==> src/rtl/uart_alu_packet_engine.sv <==
// Command processor between uart_rx and uart_tx: parses opcode/rsv/len16 headers, then echoes the
// payload or folds it into add/sub operands and streams the little-endian result back out.
module uart_alu_packet_engine #(
    parameter int unsigned OPERAND_BYTES = 4,
    parameter logic [7:0]  OPC_ECHO      = 8'hEC,
    parameter logic [7:0]  OPC_ADD       = 8'h01,
    parameter logic [7:0]  OPC_SUB       = 8'h02
) (
    input  logic       clk_i,
    input  logic       reset_i,
    input  logic [7:0] s_axis_tdata_i,
    input  logic       s_axis_tvalid_i,
    output logic       s_axis_tready_o,
    output logic [7:0] m_axis_tdata_o,
    output logic       m_axis_tvalid_o,
    input  logic       m_axis_tready_i,
    output logic       busy_o,
    output logic       err_o
);
    localparam int unsigned W        = 8 * OPERAND_BYTES;
    localparam logic [2:0]  IDX_LAST = 3'(OPERAND_BYTES - 1);
    localparam logic [3:0]  RES_END  = 4'(OPERAND_BYTES);

    typedef enum logic [2:0] {
        HDR_OPC, HDR_RSV, HDR_LEN_L, HDR_LEN_H, ECHO, ALU, DROP, RESULT
    } state_t;

    state_t         state_q, state_d;
    logic [7:0]     opc_q, opc_d;
    logic [7:0]     len_l_q, len_l_d;
    logic [15:0]    cnt_q, cnt_d;
    logic [W-1:0]   acc_q, acc_d;
    logic [W-1:0]   opnd_q, opnd_d;
    logic [2:0]     idx_q, idx_d;
    logic           first_q, first_d;
    logic [3:0]     res_idx_q, res_idx_d;
    logic           out_vld_q, out_vld_d;
    logic [7:0]     out_dat_q, out_dat_d;

    logic           s_hs, m_hs, slot_free, is_alu, last_byte;
    logic [15:0]    len_full, pay_cnt;
    logic [W-1:0]   opnd_full, acc_shift;

    assign is_alu    = (opc_q == OPC_ADD) || (opc_q == OPC_SUB);
    assign s_hs      = s_axis_tvalid_i && s_axis_tready_o;
    assign m_hs      = out_vld_q && m_axis_tready_i;
    assign slot_free = !out_vld_q || m_axis_tready_i;
    assign last_byte = (cnt_q == 16'd1);
    assign len_full  = {s_axis_tdata_i, len_l_q};
    // Length includes the 4 header bytes; shorter lengths mean an empty payload.
    assign pay_cnt   = (len_full < 16'd4) ? 16'd0 : len_full - 16'd4;
    assign opnd_full = opnd_q | (W'(s_axis_tdata_i) << {idx_q, 3'b000});
    assign acc_shift = acc_q >> {res_idx_q, 3'b000};

    assign m_axis_tdata_o  = out_dat_q;
    assign m_axis_tvalid_o = out_vld_q;
    assign busy_o          = (state_q != HDR_OPC);

    always_comb begin
        s_axis_tready_o = 1'b0;
        if (!reset_i) begin
            case (state_q)
                ECHO:    s_axis_tready_o = slot_free;
                RESULT:  s_axis_tready_o = 1'b0;
                default: s_axis_tready_o = 1'b1;
            endcase
        end
    end

    always_comb begin
        state_d   = state_q;
        opc_d     = opc_q;
        len_l_d   = len_l_q;
        cnt_d     = cnt_q;
        acc_d     = acc_q;
        opnd_d    = opnd_q;
        idx_d     = idx_q;
        first_d   = first_q;
        res_idx_d = res_idx_q;
        out_vld_d = m_hs ? 1'b0 : out_vld_q;
        out_dat_d = out_dat_q;
        err_o     = 1'b0;
        case (state_q)
            HDR_OPC: if (s_hs) begin
                opc_d   = s_axis_tdata_i;
                state_d = HDR_RSV;
            end
            HDR_RSV: if (s_hs) state_d = HDR_LEN_L;
            HDR_LEN_L: if (s_hs) begin
                len_l_d = s_axis_tdata_i;
                state_d = HDR_LEN_H;
            end
            HDR_LEN_H: if (s_hs) begin
                cnt_d     = pay_cnt;
                acc_d     = '0;
                opnd_d    = '0;
                idx_d     = '0;
                first_d   = 1'b1;
                res_idx_d = '0;
                if (opc_q == OPC_ECHO) begin
                    state_d = (pay_cnt == 16'd0) ? HDR_OPC : ECHO;
                end else if (is_alu) begin
                    state_d = (pay_cnt == 16'd0) ? RESULT : ALU;
                end else begin
                    err_o   = 1'b1;
                    state_d = (pay_cnt == 16'd0) ? HDR_OPC : DROP;
                end
            end
            ECHO: if (s_hs) begin
                out_dat_d = s_axis_tdata_i;
                out_vld_d = 1'b1;
                cnt_d     = cnt_q - 16'd1;
                if (last_byte) state_d = HDR_OPC;
            end
            ALU: if (s_hs) begin
                cnt_d = cnt_q - 16'd1;
                // A short trailing operand is committed zero-extended on the last byte.
                if (last_byte || idx_q == IDX_LAST) begin
                    first_d = 1'b0;
                    opnd_d  = '0;
                    idx_d   = '0;
                    if (first_q)                acc_d = opnd_full;
                    else if (opc_q == OPC_ADD)  acc_d = acc_q + opnd_full;
                    else                        acc_d = acc_q - opnd_full;
                end else begin
                    opnd_d = opnd_full;
                    idx_d  = idx_q + 3'd1;
                end
                if (last_byte) state_d = RESULT;
            end
            DROP: if (s_hs) begin
                cnt_d = cnt_q - 16'd1;
                if (last_byte) state_d = HDR_OPC;
            end
            RESULT: begin
                // An echo byte from the previous packet may still occupy the output slot.
                if (res_idx_q == RES_END) begin
                    if (m_hs) state_d = HDR_OPC;
                end else if (slot_free) begin
                    out_dat_d = acc_shift[7:0];
                    out_vld_d = 1'b1;
                    res_idx_d = res_idx_q + 4'd1;
                end
            end
            default: state_d = HDR_OPC;
        endcase
    end

    always_ff @(posedge clk_i) begin
        if (reset_i) begin
            state_q   <= HDR_OPC;
            opc_q     <= '0;
            len_l_q   <= '0;
            cnt_q     <= '0;
            acc_q     <= '0;
            opnd_q    <= '0;
            idx_q     <= '0;
            first_q   <= 1'b1;
            res_idx_q <= '0;
            out_vld_q <= 1'b0;
            out_dat_q <= '0;
        end else begin
            state_q   <= state_d;
            opc_q     <= opc_d;
            len_l_q   <= len_l_d;
            cnt_q     <= cnt_d;
            acc_q     <= acc_d;
            opnd_q    <= opnd_d;
            idx_q     <= idx_d;
            first_q   <= first_d;
            res_idx_q <= res_idx_d;
            out_vld_q <= out_vld_d;
            out_dat_q <= out_dat_d;
        end
    end
endmodule
==> config.mk <==
export PLATFORM = sky130hd
export DESIGN_NAME = uart_alu_packet_engine
export DESIGN_NICKNAME = d
export VERILOG_FILES = /design/src/rtl/uart_alu_packet_engine.sv
export SDC_FILE = /design/constraint.sdc
export NUM_CORES = 1
export LEC_CHECK = 0
export BUFFER_PORTS_ARGS = -buffer_cell sky130_fd_sc_hd__buf_2
export CORE_UTILIZATION = 25
export DETAILED_ROUTE_END_ITERATION = 6
export GPL_TIMING_DRIVEN = 0
export HOLD_SLACK_MARGIN = 0.15
export PLACE_DENSITY = 0.42
export SLEW_MARGIN = 15
export SYNTH_ARGS = -nofsm -noshare
export SYNTH_HDL_FRONTEND = slang
export SYNTH_SLANG_ARGS = --single-unit
==> constraint.sdc <==
create_clock -name clk_i -period 7 [get_ports clk_i]
set_clock_uncertainty 0.1 [all_clocks]
set_input_delay 0.7 -clock clk_i [delete_from_list [all_inputs] [get_ports clk_i]]
set_output_delay 0.7 -clock clk_i [all_outputs]
set_load 0.01 [all_outputs]
# After elaboration in Yosys (flattened, before gate mapping)
# Cells that the tools add are included.
[totals] reg_bits=116 out_inout_bits=12 word_cells=128
[op_classes] n_addsub=6 magnitude_cmp=1 n_eq_ne=28 shifts=2 muxes=56 bitwise=1 reduce_logical=23
[op_table] cell="2-to-1 mux 32 bit" n=7
[op_table] cell="case mux 32 bit (2 select lines)" n=2
[op_table] cell="2-to-1 mux 3 bit" n=17
[op_table] cell="2-to-1 mux 16 bit" n=3
[op_table] cell="adder 32 bit" n=1
[op_table] cell="OR 32 bit" n=1
[op_table] cell="case mux 16 bit (2 select lines)" n=1
[op_table] cell="left shift 8 x 6 -> 32 bit" n=1
[op_table] cell=">> shifter 32 x 7 -> 8 bit" n=1
[op_table] cell="subtractor 32 bit" n=1
[op_table] cell="2-to-1 mux 8 bit" n=3
[op_table] cell="!= test 2 bit (second input constant)" n=12
[op_table] cell="case mux 3 bit (7 select lines)" n=1
[op_table] cell="equality test 16 x 1 -> 1 bit (second input constant)" n=1
[op_table] cell="logical NOT 16 bit" n=1
[op_table] cell="less-than comparator 16 x 3 -> 1 bit (second input constant)" n=1
[op_table] cell="case mux 8 bit (2 select lines)" n=1
[op_table] cell="subtractor 16 x 1 -> 16 bit (second input constant)" n=1
[op_table] cell="subtractor 16 x 3 -> 16 bit (second input constant)" n=1
[op_table] cell="equality test 3 bit (second input constant)" n=4
[op_table] cell="2-to-1 mux 1 bit" n=12
[op_table] cell="2-to-1 mux 4 bit" n=3
[op_table] cell="AND reduction 4 bit" n=3
[op_table] cell="AND reduction 10 bit" n=1
[op_table] cell="23 further kinds" n=37

# Logic depth before layout (Yosys ltp)
[depth] ltp_word=8 mapped_depth=18 mapped_depth_nobuf=16

# Worst setup path before layout
# OpenSTA, ideal clock, no wires.
[synth_path] path_kind="input to register" from="in s_axis_tdata_i[5]" to="reg acc_q[29]" setup_ns=0.117 arrival_ns=4.316 required_time_ns=6.783 slack_ns=2.467 stages=17 path_buffers=2 path_cell_list="buf_6 -> or3_4 -> a2111oi_4 -> nand4_4 -> o41ai_4 -> o21ai_0 -> xnor2_1 -> ha_1 -> clkbuf_1 -> a211o_1 -> a21oi_1 -> nand4b_1 -> nand4b_1 -> a41o_1 -> mux2_1 -> nand3_1 -> a32o_1"
[synth_between] elab_chain_cells=8 elab_cells_between_ends=9 cone_classes="add/sub (2); shift (1); mux (5); bitwise (1)"
[synth_rtl] element="start: declaration" line_no="11" text="input logic [7:0] s_axis_tdata_i,"
[synth_rtl] element="left shift 8 x 6 -> 32 bit (*)" line_no="52" text="assign opnd_full = opnd_q | (W'(s_axis_tdata_i) << {idx_q, 3'b000});"
[synth_rtl] element="OR 32 bit (*)" line_no="52"
[synth_rtl] element="subtractor 32 bit / adder 32 bit (equally long branches)" line_no="124, 123"
[synth_rtl] element="2-to-1 mux 32 bit" line_no="123" text="else if (opc_q == OPC_ADD) acc_d = acc_q + opnd_full;"
[synth_rtl] element="2-to-1 mux 32 bit (*)" line_no="122" text="if (first_q) acc_d = opnd_full;"
[synth_rtl] element="2-to-1 mux 32 bit (*)" line_no="118" text="if (last_byte || idx_q == IDX_LAST) begin"
[synth_rtl] element="2-to-1 mux 32 bit (*)" line_no="115" text="ALU: if (s_hs) begin"
[synth_rtl] element="case mux 32 bit (2 select lines) (*)" line_no="83" text="case (state_q)"
[synth_rtl] element="end signal: assignment" line_no="155" text="acc_q <= '0;"
[synth_rtl] element="end signal: assignment" line_no="167" text="acc_q <= acc_d;"
[synth_rtl] element="end: declaration" line_no="32" text="logic [W-1:0] acc_q, acc_d;"
# Mark *: on every way between the ends. The rest lies on a longest branch, timed or not. The select of a mux whose other input is x is not followed.
# A chain may end at the register's enable or synchronous reset.

# Final worst setup path
[layout_path] from="reg idx_q[0]" to="reg acc_q[29]"
[layout_between] elab_chain_cells=8 elab_cells_between_ends=13 cone_classes="add/sub (2); eq/ne (2); shift (1); mux (5); bitwise (1); reduce/logical (2)"
[layout_rtl] element="start: declaration" line_no="34" text="logic [2:0] idx_q, idx_d;"
[layout_rtl] element="start signal: assignment" line_no="169" text="idx_q <= idx_d;"
[layout_rtl] element="left shift 8 x 6 -> 32 bit" line_no="52"
[layout_rtl] element="OR 32 bit" line_no="52"
[layout_rtl] element="subtractor 32 bit / adder 32 bit (equally long branches)" line_no="124, 123"
[layout_rtl] element="2-to-1 mux 32 bit" line_no="123"
[layout_rtl] element="2-to-1 mux 32 bit" line_no="122"
[layout_rtl] element="2-to-1 mux 32 bit" line_no="118"
[layout_rtl] element="2-to-1 mux 32 bit" line_no="115"
[layout_rtl] element="case mux 32 bit (2 select lines)" line_no="83"
# Parallel ways exist; a longest one is shown, timed or not. The select of a mux whose other input is x is not followed.

==> results_dict.tcl <==
set metrics [dict create \
    status "completed" \
    cts_hold_buf 0 \
    grt_pass1_vias 8236 \
    grt_max_degree 17 \
    drc_errors 0 \
    antenna_found_initial 0 \
    synth.distinct_cells 87 \
    drv_slew 0 \
    cts_tree "yes" \
    area_growth_syn_to_layout_pct 15.21 \
    post-dp-hpwl_mm 26.09 \
    dpl_worst_slack_ns 1.217 \
    wl_mm 33.81 \
    coreArea_um2 33700 \
    core.rowCount 67 \
    via_count 8628 \
    ctsResizeCount 0 \
    clkSlewWorstSetupHoldPaths_ns 0.06 \
    clkSinkCount 116 \
    power-per-cell-area_nw_per_um2 186.9 \
    cp_max_fo 10 \
    cts_buffer_depth 2 \
    detail_route.vias_per_cell 5.346 \
    grt_overflow 0 \
    dieArea_um2 35130 \
    clk_latency_ns 0.42 \
    cts_buffers 17 \
    ys.flop_type "dfxtp_1" \
    synth.yosys.seq_area_share 0.2702 \
    io-pin-count 24 \
    fmax_mhz 181.3 \
    root_buffer "clkbuf_16" \
    die_h_um 187.4 \
    nets 1210 \
    async_flop_share 0 \
    synthCells 1115 \
    hold_path_class "reg2reg" \
    finalCriticalPeriod_ns 5.515 \
    vdd_drop_max_mv 0.1385 \
    yosys_warnings 0 \
    avgRoutedWirePerCell_um 20.95 \
    grt_first_pass_wirelength_mm 51.62 \
    tightest_slew_ns 0.9730 \
    end_kind "flop" \
    synth_edf_count 0 \
    num-fill-cells 3705 \
    h-tree-depth 4 \
    syn_area_per_cell_um2 7.709 \
    final-hold-violation-count 0 \
    min_period_over_period 0.7878 \
    tns_ns 0 \
    cts_setup_buffers 0 \
    cp_data_arrival_time_ns 5.74 \
    grt_use_total 0.1933 \
    die_x_um 187.4 \
    firstDrtPassIters 5 \
    crit_type "reg2reg" \
    layout-drive-gt1-share 0.07890 \
    ys_seq_elements 116 \
    setup_violations 0 \
    setup_ws_ns 1.485 \
    initial_utilization 0.2551 \
    port-buffer-count 19 \
    worstPathRequired_ns 7.22 \
    p_leak_nw 3.881 \
    startpoint_type "flop" \
    place.gp.congestion 0.8300 \
    n_antenna_cell 0 \
    drt_iter0_drc 823 \
    drtAntennaViolNets 0 \
    drv_cap 0 \
    relSlewSlack 0.3464 \
    syn_nets 1172 \
    rsz0062_at_grt "no" \
    synth.cell_area_um2 8596 \
]
## cell usage in the layout, fill, tap and decap left out, types with 8 or more instances in the layout
cell type	count
a211oi_1	12
a21o_1	18
a21oi_1	139
a22oi_1	30
a31oi_1	17
and2_1	13
and3_1	14
buf_2	26
clkbuf_1	64
clkbuf_16	17
dfxtp_1	116
ha_1	44
inv_1	23
mux2i_1	21
mux4_2	8
nand2_1	92
nand2b_1	9
nand3_1	32
nand4_1	15
nor2_1	138
nor3_1	31
nor4b_1	10
o21ai_0	53
xnor2_1	40
xor2_1	24
## path summary, 6_finish.rpt
check,from,end,slack [ns],cells past startpoint
worst min-delay path,opnd_q[25]$_SDFFE_PP0P_,opnd_q[25]$_SDFFE_PP0P_,0.36,2
worst max-delay path,idx_q[0]$_SDFFE_PP0P_,acc_q[29]$_SDFFE_PP0P_,1.49,18
worst max register to register,idx_q[0]$_SDFFE_PP0P_,acc_q[29]$_SDFFE_PP0P_,1.49,18
worst min register to register,opnd_q[25]$_SDFFE_PP0P_,opnd_q[25]$_SDFFE_PP0P_,0.36,2
## where the power goes
part / internal, W / switching [W]
clock network: 0.000660 / 0.000337
logic: 0.0000612 / 0.000127
registers: 0.000664 / 0.00000300
## cells by family (layout without fill, tap and decap cells)
kind of cell               count (synthesis)  count (layout)  synth area share
DFF                                      116             116            0.2702
adders and majority gates                 45              45           0.06638
xor gates and xnor gates                  64              64           0.06521
muxes                                     31              31           0.04803
and+or+nand+nor                          410             410            0.2413
buffers and inverters                     97             148           0.04600
AOI/OAI and AO/OA                        352             352            0.2629
## critical path, cell delays in order (launching register included)
cell      delay, ns
dfxtp_1        0.31
buf_4          0.17
nor3b_4        0.17
buf_2          0.20
a21oi_1        0.60
nand4_2        0.39
o41ai_4        0.58
o21ai_0        0.21
xnor2_1        0.17
ha_1           0.28
clkbuf_1       0.24
a211o_1        0.32
a21oi_1        0.21
nand4b_1       0.29
nand4b_1       0.38
a41o_1         0.31
mux2_1         0.20
nand3_1        0.07
a32o_1         0.21
## cell type report
type / instances / area, um2 / area share
sequential: 116 / 2322 / 0.2345
tap: 448 / 560.5 / 0.05660
clock buffer: 23 / 478.0 / 0.04826
inverter: 23 / 86.33 / 0.008718
clock inverter: 9 / 173.9 / 0.01756
buffer: 74 / 309.0 / 0.03121
timing repair buffer: 19 / 95.09 / 0.009602
multi-input combinational: 902 / 5878 / 0.5936
## per-stage QoR
step	util	hold WS [ns]	power (W)	cells	area, um2
after detailed placement	0.2745	0.3441	0.0008661	1582	9251
final	0.2939	0.3576	0.001851	1614	9903
after CTS	0.2939	0.3519	0.001859	1614	9903
after global placement	0.2745	0.3401	0.0008666	1582	9251
after global routing	0.2939	0.3619	0.001910	1614	9903
after floorplan	-	0.3316	0.0008063	1115	8596
## routing by layer
| metal | vias to the layer above | part of all wire | global-route usage |
|---|---|---|---|
| met1 | 4200 | 0.46 | 0.2563 |
| met5 | - | 0 | 0 |
| met3 | 50 | 0.043 | 0.02720 |
| met2 | 212 | 0.46 | 0.3134 |
| met4 | 0 | 0.035 | 0.07974 |
| li1 | 4166 | - | - |
## cell usage after synthesis (4+ instances only)
| master | instances | area, um2 |
|---|---|---|
| a21oi_1 | 139 | 695.7 |
| nor2_1 | 138 | 518.0 |
| dfxtp_1 | 116 | 2322 |
| nand2_1 | 92 | 345.3 |
| clkbuf_1 | 61 | 229.0 |
| o21ai_0 | 53 | 265.3 |
| ha_1 | 44 | 550.5 |
| xnor2_1 | 40 | 350.3 |
| nand3_1 | 32 | 160.2 |
| nor3_1 | 31 | 155.2 |
| a22oi_1 | 30 | 225.2 |
| xor2_1 | 24 | 210.2 |
| inv_1 | 23 | 86.33 |
| mux2i_1 | 21 | 210.2 |
| a21o_1 | 18 | 135.1 |
| a31oi_1 | 17 | 106.4 |
| nand4_1 | 15 | 93.84 |
| and3_1 | 14 | 87.58 |
| and2_1 | 13 | 81.33 |
| a211oi_1 | 12 | 90.09 |
| nor4b_1 | 10 | 87.58 |
| nand2b_1 | 9 | 56.30 |
| mux4_2 | 8 | 180.2 |
| buf_2 | 7 | 35.03 |
| nand3b_1 | 7 | 52.55 |
| nor2b_1 | 7 | 43.79 |
| nor4_1 | 7 | 43.79 |
| o21a_1 | 7 | 52.55 |
| o31ai_1 | 7 | 52.55 |
| o211ai_1 | 6 | 45.04 |
| or3_1 | 6 | 37.54 |
| o22ai_1 | 5 | 31.28 |
| or4_1 | 5 | 37.54 |
| a211o_1 | 4 | 35.03 |
| o21bai_1 | 4 | 30.03 |
| o41ai_1 | 4 | 35.03 |
## sequential cells by signal (all words and copies together), names as in the netlist
name             cells
len_l_q              8
cnt_q               16
m_axis_tdata_o       8
acc_q               32
state_q              3
opnd_q              32
idx_q                3
first_q              1
m_axis_tvalid_o      1
res_idx_q            4
opc_q                8
No activity file was read; power rests on OpenSTA's default activity.
